==> config.mk <==
export PLATFORM = sky130hd
export DESIGN_NAME = neuron_mac_seq_flat
export DESIGN_NICKNAME = d
export VERILOG_FILES = /design/src/rtl/neuron_mac_if.sv /design/src/rtl/neuron_mac_seq.sv /design/src/flat_wrapper.sv
export SDC_FILE = /design/constraint.sdc
export NUM_CORES = 1
export LEC_CHECK = 0
export BUFFER_PORTS_ARGS = -buffer_cell sky130_fd_sc_hd__buf_2
export CORE_UTILIZATION = 55
export CTS_BUF_LIST = sky130_fd_sc_hd__clkbuf_8
export DETAILED_ROUTE_END_ITERATION = 6
export HOLD_SLACK_MARGIN = 0.08
export PLACE_DENSITY = 0.82
export RECOVER_POWER = 100
export SLEW_MARGIN = 30
export SYNTH_ARGS = -nofsm -noshare
export SYNTH_HDL_FRONTEND = slang
export SYNTH_SLANG_ARGS = --single-unit
==> constraint.sdc <==
create_clock -name clk -period 15.5 [get_ports clk]
set_input_delay 4.65 -clock clk [delete_from_list [all_inputs] [get_ports clk]]
set_output_delay 4.65 -clock clk [all_outputs]
set_load 0.005 [all_outputs]
==> src/rtl/neuron_mac_if.sv <==
// Handshake bundle between the layer controller, the input/weight memories and one neuron datapath.
// No latency of its own; it only groups wires.
// Backpressure is carried by in_valid/in_ready and out_valid/out_ready.
//
// Ports: start/bias come from the controller. in_valid/in_data/in_weight/in_ready form the beat
// stream from memory. out_valid/out_ready/result form the result handshake. busy is status.
// The master modport is the driving side. The slave modport is the neuron.
interface neuron_mac_if #(
  parameter int DATA_W = 8,
  parameter int LANES  = 1
);
  logic                      start;
  logic [DATA_W-1:0]         bias;
  logic                      in_valid;
  logic                      in_ready;
  logic [LANES*DATA_W-1:0]   in_data;
  logic [LANES*DATA_W-1:0]   in_weight;
  logic                      out_valid;
  logic                      out_ready;
  logic [DATA_W-1:0]         result;
  logic                      busy;

  modport master (
    output start, bias, in_valid, in_data, in_weight, out_ready,
    input  in_ready, out_valid, result, busy
  );

  modport slave (
    input  start, bias, in_valid, in_data, in_weight, out_ready,
    output in_ready, out_valid, result, busy
  );
endinterface

==> src/rtl/neuron_mac_seq.sv <==
// Sequential neuron: sums N_INPUTS sign-magnitude products, adds a scaled bias, applies ReLU, then rescales and saturates.
// Latency: out_valid rises 2 cycles after the last beat is accepted (one BIAS cycle, then OUT).
// Backpressure: in_ready is high only while accumulating. The result is held until out_ready; start is ignored while busy.
//
// Ports: clk, rst (async, active-low), io (neuron_mac_if.slave: start/bias, beat stream, result handshake, busy).
// Optional macro LEAKY_RELU_EN: negative sums give a small negative result instead of zero.
module neuron_mac_seq #(
  parameter int DATA_W     = 8,
  parameter int N_INPUTS   = 16,
  parameter int LANES      = 1,
  parameter int FRAC_SHIFT = 7
) (
  input  logic          clk,
  input  logic          rst,
  neuron_mac_if.slave   io
);
  localparam int MAG_W  = DATA_W - 1;
  localparam int PROD_W = 2 * MAG_W;
  localparam int ACC_W  = 2 * (DATA_W - 1) + $clog2(N_INPUTS + 2) + 1;
  localparam int BEATS  = N_INPUTS / LANES;
  localparam int CNT_W  = (BEATS > 1) ? $clog2(BEATS) : 1;
  localparam logic [MAG_W-1:0] MAX_MAG = '1;

  typedef enum logic [1:0] {S_IDLE, S_ACCUM, S_BIAS, S_OUT} state_e;

  state_e                   state_q, state_d;
  logic signed [ACC_W-1:0]  acc_q, acc_d;
  logic [CNT_W-1:0]         cnt_q, cnt_d;
  logic [DATA_W-1:0]        bias_q, bias_d;
  logic [DATA_W-1:0]        result_q, result_d;
  logic                     out_valid_q, out_valid_d;

  logic signed [ACC_W-1:0]  lane_sum;
  logic signed [ACC_W-1:0]  bias_term;

  function automatic logic [MAG_W-1:0] sat(input logic [ACC_W-1:0] v);
    return (v > ACC_W'(MAX_MAG)) ? MAX_MAG : v[MAG_W-1:0];
  endfunction

  // Rescale the final sum into a sign-magnitude activation. A zero magnitude is always emitted as +0.
  function automatic logic [DATA_W-1:0] activate(input logic signed [ACC_W-1:0] a);
    logic [ACC_W-1:0]  sh;
    logic [DATA_W-1:0] r;
    r  = '0;
    sh = '0;
    if (a > 0) begin
      sh = a >>> FRAC_SHIFT;
      r  = {1'b0, sat(sh)};
    end
`ifdef LEAKY_RELU_EN
    else if (a < 0) begin
      sh = (-a) >> (FRAC_SHIFT + 3);
      if (sh != '0) r = {1'b1, sat(sh)};
    end
`endif
    return r;
  endfunction

  // Signed sum of all lane products in the current beat. A product with zero magnitude is
  // negated to 0, so negative-zero operands contribute nothing.
  always_comb begin
    logic [PROD_W-1:0]       prod;
    logic signed [ACC_W-1:0] term;
    logic                    neg;
    lane_sum = '0;
    prod     = '0;
    term     = '0;
    neg      = 1'b0;
    for (int i = 0; i < LANES; i++) begin
      prod = PROD_W'(io.in_data[i*DATA_W +: MAG_W]) * PROD_W'(io.in_weight[i*DATA_W +: MAG_W]);
      neg  = io.in_data[i*DATA_W + MAG_W] ^ io.in_weight[i*DATA_W + MAG_W];
      term = $signed({{(ACC_W-PROD_W){1'b0}}, prod});
      if (neg) term = -term;
      lane_sum = lane_sum + term;
    end
  end

  // Bias is scaled by the full-scale weight so that it has the same format as a product.
  always_comb begin
    logic [PROD_W-1:0] bprod;
    bprod     = PROD_W'(bias_q[MAG_W-1:0]) * PROD_W'(MAX_MAG);
    bias_term = $signed({{(ACC_W-PROD_W){1'b0}}, bprod});
    if (bias_q[MAG_W]) bias_term = -bias_term;
  end

  always_comb begin
    state_d     = state_q;
    acc_d       = acc_q;
    cnt_d       = cnt_q;
    bias_d      = bias_q;
    result_d    = result_q;
    out_valid_d = out_valid_q;
    unique case (state_q)
      S_IDLE: begin
        if (io.start) begin
          acc_d   = '0;
          cnt_d   = '0;
          bias_d  = io.bias;
          state_d = S_ACCUM;
        end
      end
      S_ACCUM: begin
        if (io.in_valid) begin
          acc_d = acc_q + lane_sum;
          if (cnt_q == CNT_W'(BEATS - 1)) state_d = S_BIAS;
          else                            cnt_d   = cnt_q + 1'b1;
        end
      end
      S_BIAS: begin
        // The result is registered together with the final sum, so OUT presents it with no extra cycle.
        acc_d       = acc_q + bias_term;
        result_d    = activate(acc_d);
        out_valid_d = 1'b1;
        state_d     = S_OUT;
      end
      S_OUT: begin
        if (io.out_ready) begin
          out_valid_d = 1'b0;
          state_d     = S_IDLE;
        end
      end
      default: state_d = S_IDLE;
    endcase
  end

  always_ff @(posedge clk or negedge rst) begin
    if (!rst) begin
      state_q     <= S_IDLE;
      acc_q       <= '0;
      cnt_q       <= '0;
      bias_q      <= '0;
      result_q    <= '0;
      out_valid_q <= 1'b0;
    end else begin
      state_q     <= state_d;
      acc_q       <= acc_d;
      cnt_q       <= cnt_d;
      bias_q      <= bias_d;
      result_q    <= result_d;
      out_valid_q <= out_valid_d;
    end
  end

  assign io.in_ready  = (state_q == S_ACCUM);
  assign io.busy      = (state_q != S_IDLE);
  assign io.out_valid = out_valid_q;
  assign io.result    = result_q;
endmodule

==> src/flat_wrapper.sv <==
// flat-port wrapper written by rule: the top's interface ports become plain ports
module neuron_mac_seq_flat 
#(
  parameter int DATA_W     = 8,
  parameter int N_INPUTS   = 16,
  parameter int LANES      = 1,
  parameter int FRAC_SHIFT = 7
)
  (clk, rst, io_start, io_bias, io_in_valid, io_in_data, io_in_weight, io_out_ready, io_in_ready, io_out_valid, io_result, io_busy);
  neuron_mac_if #(.DATA_W(DATA_W), .LANES(LANES)) io_i ();
  input  logic clk;
  input  logic rst;
  input wire logic [$bits(io_i.start)-1:0] io_start;
  input wire logic [$bits(io_i.bias)-1:0] io_bias;
  input wire logic [$bits(io_i.in_valid)-1:0] io_in_valid;
  input wire logic [$bits(io_i.in_data)-1:0] io_in_data;
  input wire logic [$bits(io_i.in_weight)-1:0] io_in_weight;
  input wire logic [$bits(io_i.out_ready)-1:0] io_out_ready;
  output wire logic [$bits(io_i.in_ready)-1:0] io_in_ready;
  output wire logic [$bits(io_i.out_valid)-1:0] io_out_valid;
  output wire logic [$bits(io_i.result)-1:0] io_result;
  output wire logic [$bits(io_i.busy)-1:0] io_busy;
  assign io_i.start = io_start;
  assign io_i.bias = io_bias;
  assign io_i.in_valid = io_in_valid;
  assign io_i.in_data = io_in_data;
  assign io_i.in_weight = io_in_weight;
  assign io_i.out_ready = io_out_ready;
  assign io_in_ready = io_i.in_ready;
  assign io_out_valid = io_i.out_valid;
  assign io_result = io_i.result;
  assign io_busy = io_i.busy;
  neuron_mac_seq #(.DATA_W(DATA_W), .N_INPUTS(N_INPUTS), .LANES(LANES), .FRAC_SHIFT(FRAC_SHIFT)) u_core (.clk(clk), .rst(rst), .io(io_i));
endmodule
After elaboration in Yosys (flattened, before gate mapping)
Index checks and enable logic that the tools add are counted.
{"block": "totals", "register_bits": 43, "latch_bits": 0, "ramBits": 0, "rom_bits": 0, "in_bits": 29, "output_inout_bits": 11, "elab_cells": 53, "mem_count": 0}
{"block": "classes", "add_sub_neg": 5, "mul": 2, "div_mod_pow": 0, "order_cmp": 2, "eq_ne": 9, "n_shift": 0, "muxes": 18, "bitwise": 1, "reduce_logical": 10}
{"cell": "2-to-1 mux 20 bit", "n": 4}
{"cell": "one-hot mux 20 bit (3 select lines)", "n": 1}
{"cell": "adder 20 bit", "n": 2}
{"cell": "negation 14 -> 20 bit", "n": 2}
{"cell": "greater-than comparator 20 x 1 -> 1 bit (second input constant)", "n": 1}
{"cell": "greater-than comparator 20 x 7 -> 1 bit (second input constant)", "n": 1}
{"cell": "multiplier 7 x 7 -> 14 bit", "n": 1}
{"cell": "multiplier 7 x 7 -> 14 bit (second input constant)", "n": 1}
{"cell": "2-to-1 mux 7 bit", "n": 2}
{"cell": "2-to-1 mux 4 bit", "n": 3}
{"cell": "2-to-1 mux 2 bit", "n": 4}
{"cell": "!= test 2 bit (second input constant)", "n": 4}
{"cell": "one-hot mux 2 bit (4 select lines)", "n": 1}
{"cell": "one-hot mux 4 bit (2 select lines)", "n": 1}
{"cell": "AND reduction 4 bit", "n": 2}
{"cell": "nonzero test 2 bit", "n": 3}
{"cell": "adder 4 x 1 -> 4 bit (second input constant)", "n": 1}
{"cell": "== test 2 bit (second input constant)", "n": 2}
{"cell": "== test 4 bit (second input constant)", "n": 1}
{"cell": "AND reduction 2 bit", "n": 2}
{"cell": "AND reduction 3 bit", "n": 1}
{"cell": "nonzero test 3 bit", "n": 1}
{"cell": "== test 2 x 1 -> 1 bit (second input constant)", "n": 1}
{"cell": "logical NOT 2 bit", "n": 1}
{"cell": "4 further kinds", "n": 4}

Logic depth before layout (Yosys ltp)
Gate-level depths: netlist (run 1).
{"block": "logic_depth", "ltp_word": 7, "mapped_depth": 27, "ltp_nobuf": 26}

Worst setup path after synthesis (run 1)
OpenSTA, ideal clock, no wires.
{"block": "synth_path", "path_type": "input to register", "startpoint": "in io_in_weight[6]", "endpoint": "reg u_core.acc_q[19]", "arrival_time_ps": 10327, "slack_ps": 5044, "path_stages": 21, "path_buffers": 0, "path_cell_list": "and2_1 fa_1 fa_1 fa_1 fa_1 ha_1 nand3_1 o2111a_1 xnor2_1 or4b_4 or4_4 nand2_1 xnor2_1 ha_1 and3_1 nor2b_1 a311o_1 a21oi_1 a31oi_1 xnor2_1 o221ai_2"}
{"block": "synth_via", "elab_chain_cells": 6}
{"item": "start: declaration", "line_no": "flat_wrapper.sv:17", "rtl": "input wire logic [$bits(io_i.in_weight)-1:0] io_in_weight;"}
{"item": "multiplier 7 x 7 -> 14 bit *", "line_no": "neuron_mac_seq.sv:70", "rtl": "prod = PROD_W'(io.in_data[i*DATA_W +: MAG_W]) * PROD_W'(io.in_weight[i*DATA_W +: MAG_W]);"}
{"item": "negation 14 -> 20 bit", "line_no": "neuron_mac_seq.sv:73", "rtl": "if (neg) term = -term;"}
{"item": "2-to-1 mux 20 bit *", "line_no": "neuron_mac_seq.sv:73"}
{"item": "adder 20 bit *", "line_no": "neuron_mac_seq.sv:104", "rtl": "acc_d = acc_q + lane_sum;"}
{"item": "2-to-1 mux 20 bit *", "line_no": "neuron_mac_seq.sv:103", "rtl": "if (io.in_valid) begin"}
{"item": "one-hot mux 20 bit (3 select lines) *", "line_no": "neuron_mac_seq.sv:93", "rtl": "unique case (state_q)"}
{"item": "end signal: assignment", "line_no": "neuron_mac_seq.sv:129", "rtl": "acc_q <= '0;"}
{"item": "end signal: assignment", "line_no": "neuron_mac_seq.sv:136", "rtl": "acc_q <= acc_d;"}
{"item": "end: declaration", "line_no": "neuron_mac_seq.sv:27", "rtl": "logic signed [ACC_W-1:0] acc_q, acc_d;"}
Mark *: on every way between the ends. The rest lies on a longest branch, timed or not. The select of a mux whose other input is x is not followed.
A chain may end at the register's enable or synchronous reset.

Worst setup path after layout (run 1)
{"block": "layout_path", "startpoint": "in io_in_weight[3]", "endpoint": "reg u_core.acc_q[18]"}
The elaborated chain is that of the path after synthesis.

==> key figures, run 1 <==
CTS
  – Clock tree from TritonCTS: built
  – Cell at the root of the clock tree: sky130_fd_sc_hd__clkbuf_8
  – Clock latency at the later pin of the worst-skew pair: 0.31 ns
  – CTS H-tree depth: 2
  – Number of gates given a new drive strength after cts: 0
  – Post-CTS Repair Setup Buffers: 0
  – Clock edge transition at the registers on the reported setup and hold paths: 0.09 ns
  – CTS buffer count: 5
  – Number of hold buffers added after cts: 0
  – Maximum number of buffers from clock root to sink: 2
  – Clock sinks: 42

Hold path
  – Path type of the worst min-delay path: reg -> reg
  – Hold path startpoint: u_core.io.result[0]

Route
  – Avg WL per Cell: around 15 µm
  – Total via count after detailed routing: about 6,700
  – First drt pass iteration count: 5
  – Final antenna-violating net count: 0
  – Total Wirelength: approximately 17,000 µm
  – Average vias per placed instance: around 6.0
  – Drt first-iter violations: 408
  – DRC violations left: 0

Critical path
  – RR Startpoint: u_core.bias_q[0]
  – Crit. End Element: flip-flop
  – Data required time at the worst endpoint: about 16 ns
  – Setup crit start kind: input port
  – Setup CP Type: in -> reg
  – Data arrival time at the worst-slack endpoint: 11.17 ns
  – Critical Path Source: io_in_weight[3]
  – Peak fanout along the critical path: 7

Global route
  – Antenna violations before repair: 0
  – Total routing usage reported by global routing: 24.35%
  – Pin count of the biggest net entering global routing: 43
  – Wire length of the first global-routing pass: 28,770 µm
  – Vias in the first global route: 6,309
  – Overall overflow remaining after global route: 0

STA
  – Number of hold violations in the final report: 0
  – Relative slew margins: -53.64%
  – Min Tclk post-route: 10.97 ns
  – Max Clk Rate: 91.17 MHz
  – Final Slew Violations: 43
  – RSZ-0062 raised after global routing: false
  – Setup total negative slack: 0 ns
  – Setup violations, final: 0
  – Slew of the pin with the lowest slew margin: 2.305 ns
  – Worst Skew: 0.01172 ns
  – Post-route fraction of the period consumed by the critical path: 70.77%

Logic synthesis
  – Cells after Synth: 917
  – Number of different library cells in the post-synthesis netlist: approximately 90
  – Syn avg cell area: 8.365 µm²
  – Netlist Area Pre-Place: 7671 µm²
  – Fraction of synthesized area in multiplexers: between 1.5 and 2%
  – Cell types occupying the most area after synthesis: sky130_fd_sc_hd__ha_1 (17%), sky130_fd_sc_hd__dfrtp_1 (14%), sky130_fd_sc_hd__fa_1 (12%)
  – Number of enable-type register cells in the synthesized netlist: 0
  – Largest area contributor in the synthesized netlist: sky130_fd_sc_hd__ha_1
  – Xor/xnor share of the synthesized area: 7.894%
  – Compound-gate portion of the synthesized area: 22.43%
  – Flip-flop and latch count after synthesis: 42
  – Proportion of synthesized chip area in sequential cells: 13.70%
  – Number of warnings printed during yosys synthesis: 0
  – Post-synth ARST share: 100.0%
  – Prevailing post-synth register cell: sky130_fd_sc_hd__dfrtp_1
  – Basic-gate share of the synthesized area counting and, or, nand and nor cells: 19.00%
  – Post-synth top area share: 17.45%
  – Synthesized net count: 1,098
  – Largest family of logic cells by synthesized area: adder cells
  – Fraction of the mapped netlist area in adder cells: 29.20%

Die
  – Die boundary height: about 120 µm
  – Initial Utilization: 57.25%
  – Boundary Pins: 40
  – Floorplan die width: 120.1 µm
  – Num rows: 42
  – Core Region: 13,400 µm²
  – Die ar.: 14,420 µm²

Cells and area
  – Fraction of layout cells with a size suffix above 1: ~7.5%
  – Area added between synthesis and finish: 4.665%
  – Total inserted antenna cells: 0
  – Post-route insts no fill: 1,118
  – Utilization after layout: 59.92%
  – Final nets: 1,122

Status
  – Outcome: finished with violations
  – Violated checks: max-capacitance violations, max-slew violations

Place
  – DP HPWL: 14,110 µm
  – # placed instances: 1,110
  – IO Port Bufs: 38
  – Gpl congestion: 0.9624

Job
  – Max cap viols: 1
worst max-delay path, stage by stage:
cell,delay [ns]
sky130_fd_sc_hd__clkbuf_1,0.25
sky130_fd_sc_hd__nand2_1,0.13
sky130_fd_sc_hd__fa_1,0.56
sky130_fd_sc_hd__inv_1,0.05
sky130_fd_sc_hd__fa_1,0.46
sky130_fd_sc_hd__fa_1,0.52
sky130_fd_sc_hd__fa_1,0.49
sky130_fd_sc_hd__ha_1,0.39
sky130_fd_sc_hd__nand3_1,0.12
sky130_fd_sc_hd__o2111a_1,0.29
sky130_fd_sc_hd__xnor2_1,0.17
sky130_fd_sc_hd__or4b_1,0.56
sky130_fd_sc_hd__or4_1,0.61
sky130_fd_sc_hd__nand2_1,0.13
sky130_fd_sc_hd__xnor2_1,0.07
sky130_fd_sc_hd__ha_1,0.34
sky130_fd_sc_hd__and3_1,0.21
sky130_fd_sc_hd__nand2_1,0.07
sky130_fd_sc_hd__a211oi_1,0.27
sky130_fd_sc_hd__o211ai_1,0.17
sky130_fd_sc_hd__a21boi_0,0.33
sky130_fd_sc_hd__mux2i_1,0.23
sky130_fd_sc_hd__a21oi_1,0.08
flip-flops by register name (all words and copies together), names as in the netlist:
signal / flops
u_core.acc_q: 20
u_core.state_q: 2
u_core.io.out_valid: 1
u_core.cnt_q: 4
u_core.bias_q: 8
u_core.io.result: 7
final timing paths:
kind,end,slack [ns],cells after the start
worst max-delay path,u_core.acc_q[18],4.53,23
worst min-delay path,u_core.io.result[0],0.51,1
worst max register to register,u_core.io.result[2],7.23,22
worst min register to register,u_core.io.result[0],0.51,1
max in group asynchronous,u_core.bias_q[4],9.15,1
min in group asynchronous,u_core.io.result[6],5.01,1
Yosys cell counts (all sizes together), types with 7 or more instances:
master  number
nor2        52
nand2b      18
a31oi       10
xnor2       49
xor2        18
a21o        16
or3         10
mux2         8
nor3        18
clkbuf      11
nand2       84
nor2b       10
o21a        11
ha         107
o21ai       62
nand3       15
fa          45
inv         88
o211ai      13
and2        32
a21oi       50
a211oi      15
buf          9
and3         8
dfrtp       42
nand3b       7
cell type report:
type / count / area [µm²]
clock inverter: 2 / 12.51
multi-input combinational: 765 / 6150
inverter: 89 / 334.1
clock buffer: 6 / 82.58
fill: 1204 / 5371
timing repair buffer: 38 / 178.9
sequential: 42 / 1051
tap: 176 / 220.2
layout by cell type, fill, tap and decap left out, types with 10 or more instances in the layout:
cell and n:
sky130_fd_sc_hd__o21ai_0 60, sky130_fd_sc_hd__a211oi_1 13, sky130_fd_sc_hd__ha_1 106, sky130_fd_sc_hd__xnor2_1 48, sky130_fd_sc_hd__o211ai_1 13, sky130_fd_sc_hd__nor3_1 17, sky130_fd_sc_hd__a31oi_1 10, sky130_fd_sc_hd__nor2_1 52
sky130_fd_sc_hd__inv_1 88, sky130_fd_sc_hd__nor2b_1 10, sky130_fd_sc_hd__nand2_1 84, sky130_fd_sc_hd__buf_2 29, sky130_fd_sc_hd__a21o_1 15, sky130_fd_sc_hd__a21oi_1 50, sky130_fd_sc_hd__o21a_1 11, sky130_fd_sc_hd__nand2b_1 18
sky130_fd_sc_hd__xor2_1 17, sky130_fd_sc_hd__nand3_1 15, sky130_fd_sc_hd__and2_1 28, sky130_fd_sc_hd__dfrtp_1 42, sky130_fd_sc_hd__fa_1 45
logic make-up (layout without fill, tap and decap cells):
kind of cell / count (synthesis) / in the layout
multiplexers: 12 / 12
flip-flops: 42 / 42
buffers and inverters: 110 / 135
XOR/XNOR: 67 / 67
AND/OR/NAND/NOR: 283 / 283
adder cells (fa/ha/maj): 152 / 152
other: 1 / 1
AO/OA/AOI/OAI: 250 / 250
layer usage:
layer	GRT usage (%)	routed length, µm	vias to the layer above	share of wire [%]
met5	0	0	-	0
met1	34.34	8171	3117	48
met3	3.279	838	30	4.9
li1	-	-	3320	-
met2	39.04	7632	187	45
met4	6.328	330	0	1.9
per-stage QoR:
stage | worst slack (ns) | hold WS, ns | instance area (µm²)
floorplan | 5.044 | 0.4786 | 7671
global placement | 4.645 | 0.4908 | 7953
detailed placement | 4.478 | 0.4949 | 7953
CTS | 4.764 | 0.5139 | 8048
global route | 4.056 | 0.5389 | 8029
finish | 4.531 | 0.5086 | 8029
Power of run 1 is not shown: default switching activity piles up to over one toggle a cycle in this logic, so the estimate is an artifact.
==> run 2: changes to the inputs <==
--- a/config.mk
+++ b/config.mk
@@ -5,12 +5,13 @@
 export SDC_FILE = /design/constraint.sdc
 export NUM_CORES = 1
 export LEC_CHECK = 0
+export ABC_AREA = 1
 export BUFFER_PORTS_ARGS = -buffer_cell sky130_fd_sc_hd__buf_2
 export CORE_UTILIZATION = 55
 export CTS_BUF_LIST = sky130_fd_sc_hd__clkbuf_8
 export DETAILED_ROUTE_END_ITERATION = 6
 export HOLD_SLACK_MARGIN = 0.08
-export PLACE_DENSITY = 0.82
+export PLACE_DENSITY = 0.85
 export RECOVER_POWER = 100
 export SLEW_MARGIN = 30
 export SYNTH_ARGS = -nofsm -noshare
==> constraint.sdc (replaced) <==
create_clock -name clk -period 9 [get_ports clk]
set_input_delay 2.7 -clock clk [delete_from_list [all_inputs] [get_ports clk]]
set_output_delay 2.7 -clock clk [all_outputs]
set_load 0.005 [all_outputs]
==> run 2 against run 1 <==
The run still ends with max-capacitance violations, max-slew violations left. Synthesized cell count is 33% higher. Non-clock buffer count did not move. Count of clock-buffer cells in the layout down 1. Routed wire length is 15% higher. Flip-flop and latch count stayed put. Critical path type unchanged. Highest routed layer unchanged.
==> key figures, run 2 <==
STA
  – Setup total negative slack: 0 ns
  – Final Slew Violations: 43
  – Number of hold violations in the final report: 0
  – Max Clk Rate: 122.4 MHz
  – Min Tclk post-route: 8.173 ns
  – Slew of the pin with the lowest slew margin: 2.251 ns
  – Relative slew margins: -50.09%
  – Worst Skew: 0.01827 ns
  – RSZ-0062 raised after global routing: false
  – Setup WS post-layout: 0.8267 ns
  – Post-route fraction of the period consumed by the critical path: between 90 and 100%
  – Setup violations, final: 0

Place
  – IO Port Bufs: 38
  – DP HPWL: around 17,000 µm
  – Gpl congestion: 0.9004
  – Dpl cell area: 8548 µm²
  – Pre-CTS WS: 0.6391 ns

Critical path
  – Peak fanout along the critical path: 7
  – Setup crit start kind: input port
  – Setup CP Type: in -> reg
  – R2R depth: 32
  – Data required time at the worst endpoint: 9.25 ns
  – Critical Path Sink: u_core.acc_q[17]
  – Critical Path Source: io_in_weight[3]
  – Crit. End Element: flip-flop
  – R2R setup slack: between 2 and 2.5 ns
  – Data arrival time at the worst-slack endpoint: 8.43 ns
  – R2r endpoint: u_core.io.result[6]
  – RR Startpoint: u_core.bias_q[0]

Status
  – Violated checks: max-capacitance violations, max-slew violations
  – Outcome: finished with violations

Logic synthesis
  – Dominant cell by count in the synthesized netlist: sky130_fd_sc_hd__nand2_1
  – Cells after Synth: ~1,200
  – Number of different library cells in the post-synthesis netlist: 51
  – Syn avg cell area: 6.695 µm²
  – Number of warnings printed during yosys synthesis: 0
  – Flip-flop and latch count after synthesis: 42
  – Synthesized net count: 1,404
  – Post-synth top area share: 16.35%
  – Number of enable-type register cells in the synthesized netlist: 0
  – Netlist Area Pre-Place: roughly 8000 µm²
  – Proportion of synthesized chip area in sequential cells: 12.84%
  – Leading cell types by count after synthesis: sky130_fd_sc_hd__nand2_1 (348), sky130_fd_sc_hd__inv_1 (230), sky130_fd_sc_hd__ha_1 (107), sky130_fd_sc_hd__nor2_1 (72), sky130_fd_sc_hd__a21oi_1 (66)
  – Post-synth ARST share: 100.0%
  – Prevailing post-synth register cell: sky130_fd_sc_hd__dfrtp_1
  – Cell types occupying the most area after synthesis: sky130_fd_sc_hd__ha_1 (16%), sky130_fd_sc_hd__nand2_1 (16%), sky130_fd_sc_hd__dfrtp_1 (13%)
  – Largest area contributor in the synthesized netlist: sky130_fd_sc_hd__ha_1

Hold path
  – Path type of the worst min-delay path: reg -> reg

CTS
  – Clock tree from TritonCTS: built
  – Number of hold buffers added after cts: 0
  – Post-CTS Repair Setup Buffers: 0
  – Maximum number of buffers from clock root to sink: 2
  – Number of gates given a new drive strength after cts: 0
  – Clock sinks: 42
  – Clock edge transition at the registers on the reported setup and hold paths: 0.09 ns
  – Clock latency at the later pin of the worst-skew pair: 0.31 ns
  – CTS buffer count: 5
  – Cell at the root of the clock tree: sky130_fd_sc_hd__clkbuf_8
  – CTS H-tree depth: 2

Cells and area
  – Commonest non-fill, non-tap cells in the layout: sky130_fd_sc_hd__nand2_1 (350), sky130_fd_sc_hd__inv_1 (231), sky130_fd_sc_hd__ha_1 (107)
  – Most common library cell in the layout ignoring fill and taps: sky130_fd_sc_hd__nand2_1
  – Multi-input gate area in the final layout: 6156 µm²
  – Layout fillers: roughly 1,400
  – Total inserted antenna cells: 0
  – Final nets: 1,437
  – Reg area: 1051 µm²
  – Area added between synthesis and finish: 5.348%
  – Fraction of layout cells with a size suffix above 1: under 10%
  – Max reg flops: 20
  – Register with the most flip-flops: u_core.acc_q
  – Non-Filler Cell Area, Final: 8626 µm²

Global route
  – Pin count of the biggest net entering global routing: 43
  – Total routing usage reported by global routing: 27.19%
  – Vias in the first global route: 7,671
  – Antenna violations before repair: 0
  – Wire length of the first global-routing pass: 33,350 µm
  – Overall overflow remaining after global route: 0

Job
  – Max cap viols: 1

Route
  – First drt pass iteration count: 5
  – Final antenna-violating net count: 0
  – Average vias per placed instance: 5.425
  – DRC violations left: 0
  – Avg WL per Cell: 13.58 µm
  – Total via count after detailed routing: ~8,000
  – Total Wirelength: 19,570 µm
  – Drt first-iter violations: 470

Die
  – Boundary Pins: 40
  – Core Region: 14,530 µm²
  – Die boundary height: 124.0 µm
  – Die ar.: 15,380 µm²
  – Initial Utilization: 56.34%
  – Num rows: 44
  – Floorplan die width: roughly 120 µm
## run 2: worst min-delay path by stage
stage | startpoint | endpoint | slack [ns] | cells after the start
5_1_grt | u_core.cnt_q[3] | u_core.cnt_q[3] | 0.51 | 1
2_1_floorplan | u_core.cnt_q[3] | u_core.cnt_q[3] | 0.44 | 1
3_5_place_dp | u_core.io.result[2] | u_core.io.result[2] | 0.46 | 2
4_1_cts | u_core.cnt_q[3] | u_core.cnt_q[3] | 0.49 | 1
6_report | u_core.cnt_q[3] | u_core.cnt_q[3] | 0.49 | 1
3_3_place_gp | u_core.cnt_q[3] | u_core.cnt_q[3] | 0.46 | 1
## run 2: per-stage QoR
step,hold slack (ns),utilization (%),cells
detailed placement,0.4648,58.82,1433
finish,0.4880,59.35,1441
CTS,0.4851,59.59,1441
floorplan,0.4385,-,1223
global placement,0.4606,58.80,1433
global route,0.5143,59.35,1441
## run 2: metal layers
metal | routed length [µm] | vias up | GRT usage, % | part of all wire (%)
met1 | 8441 | 3615 | 31.98 | 43
li1 | - | 3953 | - | -
met4 | 647 | 0 | 10.86 | 3.3
met2 | 9739 | 193 | 50.56 | 50
met3 | 738 | 56 | 2.381 | 3.8
met5 | 0 | - | 0 | 0
## run 2: logic make-up (layout without fill, tap and decap cells)
kind of cell	Yosys count	after routing	share of synthesized area (%)
compound gates	160	160	11.54
other cells	1	1	0.04580
fa+ha+maj	152	152	27.35
buf+inv	252	286	11.77
simple gates	571	571	31.39
xor+xnor	44	44	4.936
mux	1	1	0.1375
flops	42	42	12.84
## run 2: layout make-up
type | instances | share of cell area [%]
repair buffers | 38 | 2.031
flip-flops and latches | 42 | 12.18
clock buffers | 5 | 0.7978
multi-input cells | 929 | 71.37
clock inverters | 3 | 0.5077
inverters | 240 | 10.44
well taps | 184 | 2.669
## run 2: worst max-delay path, stage by stage
cell and delay, ns:
sky130_fd_sc_hd__clkbuf_1 0.22, sky130_fd_sc_hd__nand2_1 0.13, sky130_fd_sc_hd__fa_1 0.55, sky130_fd_sc_hd__inv_1 0.05, sky130_fd_sc_hd__fa_1 0.46, sky130_fd_sc_hd__fa_1 0.52, sky130_fd_sc_hd__fa_1 0.43, sky130_fd_sc_hd__ha_1 0.35
sky130_fd_sc_hd__a21oi_1 0.27, sky130_fd_sc_hd__nor2_1 0.09, sky130_fd_sc_hd__nor2_1 0.13, sky130_fd_sc_hd__nand2_2 0.10, sky130_fd_sc_hd__xor2_4 0.20, sky130_fd_sc_hd__nand2_1 0.09, sky130_fd_sc_hd__nor3_2 0.23, sky130_fd_sc_hd__nor2_1 0.09
sky130_fd_sc_hd__xor2_1 0.15, sky130_fd_sc_hd__ha_1 0.34, sky130_fd_sc_hd__a21oi_1 0.21, sky130_fd_sc_hd__o21ai_0 0.16, sky130_fd_sc_hd__a211oi_1 0.26, sky130_fd_sc_hd__nand3_1 0.13, sky130_fd_sc_hd__a21oi_1 0.15, sky130_fd_sc_hd__o21ai_0 0.13
sky130_fd_sc_hd__a21oi_1 0.17, sky130_fd_sc_hd__a21o_1 0.11
Power of run 2 is left out for the same reason.
==> run 3: changes to the inputs <==
--- a/config.mk
+++ b/config.mk
@@ -6,7 +6,7 @@
 export NUM_CORES = 1
 export LEC_CHECK = 0
 export ABC_AREA = 1
-export BUFFER_PORTS_ARGS = -buffer_cell sky130_fd_sc_hd__buf_2
+export BUFFER_PORTS_ARGS = -buffer_cell sky130_fd_sc_hd__buf_4
 export CORE_UTILIZATION = 55
 export CTS_BUF_LIST = sky130_fd_sc_hd__clkbuf_8
 export DETAILED_ROUTE_END_ITERATION = 6
==> run 3 against run 2 <==
The run still ends with max-capacitance violations, max-slew violations left. Via count rose by 0.29%. Maximum frequency up 0.18%. Core utilization up 0.45 points. Critical path depth up 2. Count of clock-buffer cells in the layout unchanged. Die area stayed put. Final cell count hardly changed. Critical endpoint unchanged. Highest routed layer unchanged.
==> key figures, run 3 (synthesized netlist as in run 2, its figures left out) <==
Global route
  – Vias in the first global route: 7,618
  – Overall overflow remaining after global route: 0
  – Pin count of the biggest net entering global routing: between 40 and 50
  – Wire length of the first global-routing pass: 34,000 µm
  – Antenna violations before repair: 0
  – Total routing usage reported by global routing: 27.83%

Route
  – Total Wirelength: ~20,000 µm
  – Total via count after detailed routing: 7,840
  – Average vias per placed instance: 5.437
  – Avg WL per Cell: 13.62 µm
  – First drt pass iteration count: 5
  – Drt first-iter violations: 510
  – Final antenna-violating net count: 0
  – DRC violations left: 0

STA
  – Final Slew Violations: 43
  – Setup total negative slack: 0 ns
  – Relative slew margins: -46.87%
  – RSZ-0062 raised after global routing: false
  – Max Clk Rate: 122.6 MHz
  – Min Tclk post-route: roughly 8.2 ns
  – Worst Skew: 0.01960 ns
  – Post-route fraction of the period consumed by the critical path: 90.65%
  – Slew of the pin with the lowest slew margin: roughly 2.2 ns
  – Setup violations, final: 0
  – Number of hold violations in the final report: 0

CTS
  – Clock latency at the later pin of the worst-skew pair: 0.32 ns
  – Number of hold buffers added after cts: 0
  – Cell at the root of the clock tree: sky130_fd_sc_hd__clkbuf_8
  – CTS buffer count: 5
  – Clock sinks: 42
  – CTS H-tree depth: 2
  – Number of gates given a new drive strength after cts: 0
  – Clock tree from TritonCTS: built
  – Clock edge transition at the registers on the reported setup and hold paths: 0.09 ns
  – Post-CTS Repair Setup Buffers: 0
  – Maximum number of buffers from clock root to sink: 2

Critical path
  – Setup CP Type: in -> reg
  – Setup crit start kind: input port
  – Peak fanout along the critical path: 7
  – Data required time at the worst endpoint: 9.26 ns
  – Data arrival time at the worst-slack endpoint: 8.42 ns
  – Crit. End Element: flip-flop

Die
  – Core Region: between 10,000 and 15,000 µm²
  – Floorplan die width: 124.0 µm
  – Num rows: 44
  – Boundary Pins: 40
  – Initial Utilization: 56.34%
  – Die ar.: 15,380 µm²
  – Die boundary height: roughly 120 µm

Place
  – IO Port Bufs: 38
  – DP HPWL: 16,920 µm
  – Gpl congestion: 0.9355

Cells and area
  – Commonest non-fill, non-tap cells in the layout: sky130_fd_sc_hd__nand2_1 (351), sky130_fd_sc_hd__inv_1 (231), sky130_fd_sc_hd__ha_1 (107)
  – Max reg flops: 20
  – Utilization after layout: about three fifths
  – Total inserted antenna cells: 0
  – Final nets: 1,438
  – Most common library cell in the layout ignoring fill and taps: sky130_fd_sc_hd__nand2_1
  – Register with the most flip-flops: u_core.acc_q
  – Area added between synthesis and finish: 6.143%
  – Fraction of layout cells with a size suffix above 1: 7.870%

Hold path
  – Path type of the worst min-delay path: reg -> reg

Status
  – Violated checks: max-capacitance violations, max-slew violations
  – Outcome: finished with violations

Job
  – Max cap viols: 1
## run 3: worst max-delay path, stage by stage
cell,delay (ns)
sky130_fd_sc_hd__clkbuf_1,0.26
sky130_fd_sc_hd__nand2_1,0.08
sky130_fd_sc_hd__inv_1,0.08
sky130_fd_sc_hd__fa_1,0.44
sky130_fd_sc_hd__fa_1,0.51
sky130_fd_sc_hd__fa_1,0.52
sky130_fd_sc_hd__fa_1,0.49
sky130_fd_sc_hd__ha_1,0.37
sky130_fd_sc_hd__nand2_1,0.08
sky130_fd_sc_hd__nand2_1,0.06
sky130_fd_sc_hd__a21oi_1,0.17
sky130_fd_sc_hd__nand2_1,0.09
sky130_fd_sc_hd__nand2_1,0.06
sky130_fd_sc_hd__nand2_1,0.07
sky130_fd_sc_hd__nor2_1,0.25
sky130_fd_sc_hd__nand2_1,0.11
sky130_fd_sc_hd__nor3_2,0.23
sky130_fd_sc_hd__nor2_1,0.10
sky130_fd_sc_hd__xor2_1,0.16
sky130_fd_sc_hd__ha_1,0.33
sky130_fd_sc_hd__a21oi_1,0.17
sky130_fd_sc_hd__o21ai_0,0.14
sky130_fd_sc_hd__a211oi_1,0.29
sky130_fd_sc_hd__nand3_1,0.16
sky130_fd_sc_hd__a21oi_1,0.14
sky130_fd_sc_hd__o21ai_0,0.10
sky130_fd_sc_hd__a21oi_1,0.13
sky130_fd_sc_hd__a21o_1,0.10
## run 3: worst paths after layout
path,slack (ns),start,end,cells past startpoint
max,0.84,io_in_data[1],u_core.acc_q[17],28
min,0.48,u_core.cnt_q[3],u_core.cnt_q[3],1
max reg2reg,2.32,u_core.bias_q[0],u_core.io.result[5],30
min reg2reg,0.48,u_core.cnt_q[3],u_core.cnt_q[3],1
max in group asynchronous,4.71,rst,u_core.acc_q[1],1
min in group asynchronous,3.01,rst,u_core.io.result[1],1
## run 3: stage by stage
| stage | std cells | hold WS (ns) | area [µm²] | setup WS [ns] |
|---|---|---|---|---|
| 2_1_floorplan | 1223 | 0.4385 | 8188 | 1.389 |
| 3_3_place_gp | 1434 | 0.4663 | 8648 | 0.8437 |
| 3_5_place_dp | 1434 | 0.4723 | 8648 | 0.7540 |
| 4_1_cts | 1442 | 0.4855 | 8741 | 1.055 |
| 5_1_grt | 1442 | 0.5224 | 8691 | 0.2293 |
| 6_report | 1442 | 0.4836 | 8691 | 0.8411 |
## run 3: layer usage
| metal | track usage (%) | up-vias | wire (µm) |
|---|---|---|---|
| li1 | - | 3953 | - |
| met1 | 33.34 | 3591 | 8107 |
| met2 | 50.90 | 241 | 9804 |
| met3 | 2.564 | 55 | 983 |
| met4 | 11.16 | 0 | 741 |
| met5 | 0 | - | 0 |
## run 3: final cells by class
type                            count  area, µm²
Clock buffer                        5      68.82
Clock inverter                      3      23.77
Fill cell                        1376       5843
Inverter                          240      900.9
Multi-Input combinational cell    929       6138
Sequential cell                    42       1051
Tap cell                          184      230.2
Timing Repair Buffer               39      277.8
Power of run 3 is left out for the same reason.
